### src/rtl/hazard_unit_mc.sv
// rtl/hazard_unit_mc.sv - pipeline hazard unit: forwarding, load-use, multi-cycle and memory-wait interlocks
// Drives stall/flush/forward selects for the F/D/E/M/W core and counts stalled fetch cycles.
module hazard_unit_mc #(
    parameter int AW       = 5,
    parameter int NRP      = 2,
    parameter int MUL_LAT  = 4,
    parameter int ZERO_REG = 0,
    parameter int CNTW     = 16
) (
    input  logic                CLK,
    input  logic                Reset,
    input  logic                RegWriteE,
    input  logic                RegWriteM,
    input  logic                RegWriteW,
    input  logic                MemToRegE,
    input  logic                MulStartE,
    input  logic                MemReqM,
    input  logic                MemReadyM,
    input  logic                BranchTakenE,
    input  logic                PCSrcD,
    input  logic                PCSrcE,
    input  logic                PCSrcM,
    input  logic                PCSrcW,
    input  logic [NRP*AW-1:0]   RAD,
    input  logic [NRP*AW-1:0]   RAE,
    input  logic [AW-1:0]       WA3E,
    input  logic [AW-1:0]       WA3M,
    input  logic [AW-1:0]       WA3W,
    output logic                StallF,
    output logic                StallD,
    output logic                StallE,
    output logic                StallM,
    output logic                FlushD,
    output logic                FlushE,
    output logic                FlushM,
    output logic                FlushW,
    output logic [2*NRP-1:0]    ForwardE,
    output logic                MulBusy,
    output logic [CNTW-1:0]     StallCnt
);

    localparam int CW = $clog2(MUL_LAT + 1);

    typedef enum logic {IDLE, BUSY} state_t;

    state_t          state_q, state_d;
    logic [CW-1:0]   cnt_q, cnt_d;
    logic [CNTW-1:0] stall_cnt_q, stall_cnt_d;

    logic [2*NRP-1:0] fwd;
    logic             ld_stall;
    logic             mem_wait;
    logic             pc_wr_pending;
    logic             mul_stall;
    logic             s_f, s_d, s_e, s_m;
    logic             f_d, f_e, f_m, f_w;

    function automatic logic valid_addr(input logic [AW-1:0] a);
        return (ZERO_REG == 0) || (a != '0);
    endfunction

    assign mem_wait      = MemReqM & ~MemReadyM;
    assign pc_wr_pending = PCSrcD | PCSrcE | PCSrcM;

    always_comb begin
        fwd = '0;
        for (int i = 0; i < NRP; i++) begin
            if (RegWriteM && (RAE[i*AW +: AW] == WA3M) && valid_addr(RAE[i*AW +: AW])) begin
                fwd[2*i +: 2] = 2'b10;
            end else if (RegWriteW && (RAE[i*AW +: AW] == WA3W) && valid_addr(RAE[i*AW +: AW])) begin
                fwd[2*i +: 2] = 2'b01;
            end
        end
    end

    always_comb begin
        ld_stall = 1'b0;
        for (int i = 0; i < NRP; i++) begin
            if ((RAD[i*AW +: AW] == WA3E) && valid_addr(RAD[i*AW +: AW])) begin
                ld_stall = 1'b1;
            end
        end
        ld_stall = ld_stall & MemToRegE & RegWriteE;
    end

    // The counter holds the remaining E-occupancy cycles; the last one is not a stall.
    always_comb begin
        state_d   = state_q;
        cnt_d     = cnt_q;
        mul_stall = 1'b0;
        case (state_q)
            IDLE: begin
                if (MulStartE && !mem_wait && (MUL_LAT > 1)) begin
                    state_d   = BUSY;
                    cnt_d     = CW'(MUL_LAT - 1);
                    mul_stall = 1'b1;
                end
            end
            BUSY: begin
                mul_stall = (cnt_q > CW'(1));
                if (!mem_wait) begin
                    cnt_d = cnt_q - CW'(1);
                    if (cnt_q == CW'(1)) begin
                        state_d = IDLE;
                    end
                end
            end
            default: begin
                state_d = IDLE;
                cnt_d   = '0;
            end
        endcase
    end

    always_comb begin
        s_f = 1'b0;
        s_d = 1'b0;
        s_e = 1'b0;
        s_m = 1'b0;
        f_d = 1'b0;
        f_e = 1'b0;
        f_m = 1'b0;
        f_w = 1'b0;
        if (mem_wait) begin
            s_f = 1'b1;
            s_d = 1'b1;
            s_e = 1'b1;
            s_m = 1'b1;
            f_w = 1'b1;
        end else if (mul_stall) begin
            // E is frozen, so load-use and branch resolution wait for the op to drain.
            s_f = 1'b1;
            s_d = 1'b1;
            s_e = 1'b1;
            f_m = 1'b1;
        end else if (BranchTakenE) begin
            f_d = 1'b1;
            f_e = 1'b1;
            s_f = pc_wr_pending;
        end else begin
            s_d = ld_stall;
            s_f = ld_stall | pc_wr_pending;
            f_e = ld_stall;
            f_d = pc_wr_pending | PCSrcW;
        end
    end

    always_comb begin
        stall_cnt_d = stall_cnt_q;
        if (s_f && (stall_cnt_q != {CNTW{1'b1}})) begin
            stall_cnt_d = stall_cnt_q + CNTW'(1);
        end
    end

    always_ff @(posedge CLK or negedge Reset) begin
        if (!Reset) begin
            state_q     <= IDLE;
            cnt_q       <= '0;
            stall_cnt_q <= '0;
        end else begin
            state_q     <= state_d;
            cnt_q       <= cnt_d;
            stall_cnt_q <= stall_cnt_d;
        end
    end

    // Combinational selects are forced low while reset is held.
    assign StallF   = Reset & s_f;
    assign StallD   = Reset & s_d;
    assign StallE   = Reset & s_e;
    assign StallM   = Reset & s_m;
    assign FlushD   = Reset & f_d;
    assign FlushE   = Reset & f_e;
    assign FlushM   = Reset & f_m;
    assign FlushW   = Reset & f_w;
    assign ForwardE = Reset ? fwd : '0;
    assign MulBusy  = (state_q == BUSY);
    assign StallCnt = stall_cnt_q;

endmodule

### config.mk
export PLATFORM = sky130hd
export DESIGN_NAME = hazard_unit_mc
export DESIGN_NICKNAME = d
export VERILOG_FILES = /design/src/rtl/hazard_unit_mc.sv
export SDC_FILE = /design/constraint.sdc
export NUM_CORES = 1
export LEC_CHECK = 0
export ABC_AREA = 1
export CAP_MARGIN = 25
export CORE_MARGIN = 10
export CORE_UTILIZATION = 25
export DETAILED_ROUTE_END_ITERATION = 6
export GPL_TIMING_DRIVEN = 0
export PLACE_DENSITY = 0.63
export SYNTH_ARGS = -nofsm -noshare
export SYNTH_HDL_FRONTEND = slang
export SYNTH_SLANG_ARGS = --single-unit
### constraint.sdc
create_clock -name CLK -period 3 [get_ports CLK]
set_clock_uncertainty 0.05 [all_clocks]
set_input_delay 0.6 -clock CLK [delete_from_list [all_inputs] [get_ports CLK]]
set_output_delay 0.6 -clock CLK [all_outputs]
set_load 0.05 [all_outputs]
==> flow_summary.toml <==
[synth]
synthesis.instances = 279
synth_edf_count = 0
post_synth.cell_area_avg_um2 = 6.44
synth_seq_cells = 20
asyncSetResetFlopFracSynth = 1.00
ys_types = 29
dominantRegCellSynth = "dfrtp_1"
synthesis_warning_total = 0
ys_seq_area_frac = 0.278
syn-cell-area_um2 = 1800
synth.net_count = 331

[sta]
max-slew-margin-rel = 0.654
final.setup.worst_slack_ps = 50.6
fin_tns_setup_ps = 0
setup_viol = 0
hold_violation_total_from_the_final_report = 0
period_share = 0.983
tightest_slew_ps = 517
maxSlewViolCount = 0
grt_setup_unrepaired = "yes"
fmax_ghz = 0.339
period_minus_slack_ps = 2950

[setup_path]
critPathCaptureType = "primary output"
critPathMaxFanout = 8
worst-endpoint-arrival_ps = 2300
timing.critical_path.required_ps = 2350
start_kind = "input pin"
critical_path_class = "in -> out"

[clock_tree]
clock_tree_from_tritoncts = "done"
max-clock-path-buffers = 2
cts.htree.levels = 1
clk_latency_ps = 270
clk_root_buffer_cell = "clkbuf_8"
number_of_cts_inserted_buffers = 3
tritoncts_num_sinks = 20
clk_pin_slew_ps = 80

[finish]
flow.area_growth_from_synthesis_pct = 59.1
fin_nets = 422
final_std_cell_area_no_fill_um2 = 2860
fin_cells = 465
insertedDiodeCount = 0
post_route_cells_drive_above_1_share = 0.119

[route]
avgViaCountPerCell = 4.25
routedWlPerCell_um = 12.3
antenna_nets_post_route = 0
dr_total_vias = 1975
route.detailed.drc = 0
detail_route.first_pass.iterations = 4
drt-initial-drc-count = 44
routed_wirelength_um = 5740

[global_route]
grt-ovfl-total = 0
grt_pass1_wl_um = 9540
grt_most_used_layer = "met2"
groute.usage.overall = 0.103
groute.layer.met2.usage = 0.196
globalRouteMet3Util = 0.0154
grt_use_met1 = 0.114
grt_max_degree = 15
vias_in_the_first_global_route = 1986
number_of_antenna_violations_at_the_first_check_in_global_routing = 0

[pwr]
p_comb_frac = 0.565
vdd_ir_drop_max_uv = 214
p_leak_nw = 1.39
netSwitchingPower_mw = 0.781
cellPowerDensity_nw_per_um2 = 585
power.internal_mw = 0.891
p_seq_frac = 0.271
power_frac_clock = 0.164
netSwitchingFraction = 0.467

[floorplan]
start_util = 0.260
design.core.area_um2 = 6910
row_count = 30
chipWidth_um = 105
design.portCount = 78
die-height_um = 105
design.die.area_um2 = 11000

[placement]
dpl-instance-area_um2 = 2710
detailedPlace.worstSlack_ps = -811
gp_routability_congestion = 0.834
dp_hpwl_um = 4950
io_buffers = 77
dpl.cell_count = 453

[status]
outcome = "completed"

[flow_run]
max_cap_viol_count = 0

[hold_path]
hold_path_class = "in -> async"
placed cells by master (no fill, tap or decap), drive strengths merged:
master / n
nand3: 30
a21oi: 8
bufinv: 1
buf: 17
o21ai: 4
clkdlybuf4s15: 2
clkdlybuf4s50: 64
dlymetal6s2s: 1
clkbuf: 6
o221ai: 1
o2111ai: 1
xnor2: 10
dfrtp: 20
dlygate4sd2: 3
xor2: 14
nand4: 1
nand2: 87
nor2: 36
nor4: 3
o211ai: 1
a22oi: 1
inv: 45
and3: 1
o22ai: 5
ha: 3
nor3: 4
registers in the layout (all words and copies together) (netlist names):
register and flops:
StallCnt 16, cnt_q 3, MulBusy 1
synth_stat cells (2+ instances only):
cell,number,share of area
nand2_1,86,0.18
inv_1,43,0.090
nor2_1,32,0.067
nand3_1,25,0.070
dfrtp_1,20,0.28
xor2_1,14,0.068
xnor2_1,10,0.049
a21oi_1,8,0.022
o22ai_1,5,0.017
nand3_2,4,0.022
nor3_1,4,0.011
ha_1,3,0.021
nor2_4,3,0.019
nor4_1,3,0.010
o21ai_0,3,0.0083
buf_2,2,0.0056
inv_2,2,0.0042
per-layer routing:
layer	up-vias	wire [µm]
li1	1055	-
met1	890	2330
met3	6	135
met4	0	46
met2	24	3230
met5	-	0
timing repair:
action | 4_1_cts | 5_1_grt
pin swaps | 0 | 3
gates cloned | 0 | 0
buffers inserted | 0 | 8
resized for setup | 34 | 21
hold buffers | 0 | 0
endpoints found under the setup margin | 12 | 9
hold endpoints to repair | 0 | 0
metrics by stage:
step	util	power [mW]	hold WS, ps
global placement	0.390	1.37	490
CTS	0.403	1.65	258
detailed placement	0.392	1.38	500
floorplan	-	1.05	254
global route	0.414	1.81	259
finish	0.414	1.67	250
power groups by stage:
| stage | sequential (mW) | clock (mW) | combinational (mW) |
|---|---|---|---|
| after floorplan | 0.629 | 0 | 0.419 |
| after global placement | 0.455 | 0 | 0.913 |
| after detailed placement | 0.460 | 0 | 0.920 |
| after CTS | 0.455 | 0.287 | 0.913 |
| after global routing | 0.475 | 0.300 | 1.04 |
| final | 0.454 | 0.275 | 0.944 |
final cells by class:
cell class	count	area, µm²
sequential	20	500
clock buffer	3	41.3
multi-input combinational	210	1140
timing repair buffer	86	823
inverter	45	169
buffer	4	35.0
clock inverter	1	30.0
fill	738	4050
tap	96	120
cell families after synthesis:
family | count (synthesis) | synth area share
flops | 20 | 0.278
buf+inv | 49 | 0.110
fa+ha+maj | 3 | 0.0209
simple gates | 162 | 0.405
compound gates | 21 | 0.0689
xor+xnor | 24 | 0.117
final timing paths:
path | startpoint | endpoint | slack [ps] | depth (start not counted)
worst max-delay path | MemReqM | StallF | 50 | 12
worst min-delay path | Reset | StallCnt[9] | 250 | 1
worst max register to register | cnt_q[1] | StallCnt[5] | 880 | 13
worst min register to register | StallCnt[12] | StallCnt[12] | 510 | 2
max in group asynchronous | Reset | MulBusy | 2250 | 2
min in group CLK | StallCnt[12] | StallCnt[12] | 510 | 2
critical path: stages:
cell             delay, ps
clkdlybuf4s50_1        470
inv_1                   60
nor2_4                 170
inv_2                   60
nand3_2                 80
o21ai_2                 80
nor2_4                 180
nand3_4                160
buf_6                  190
nand2_1                 50
inv_1                   40
buf_6                  140
Power figures use the tool's default switching activity.
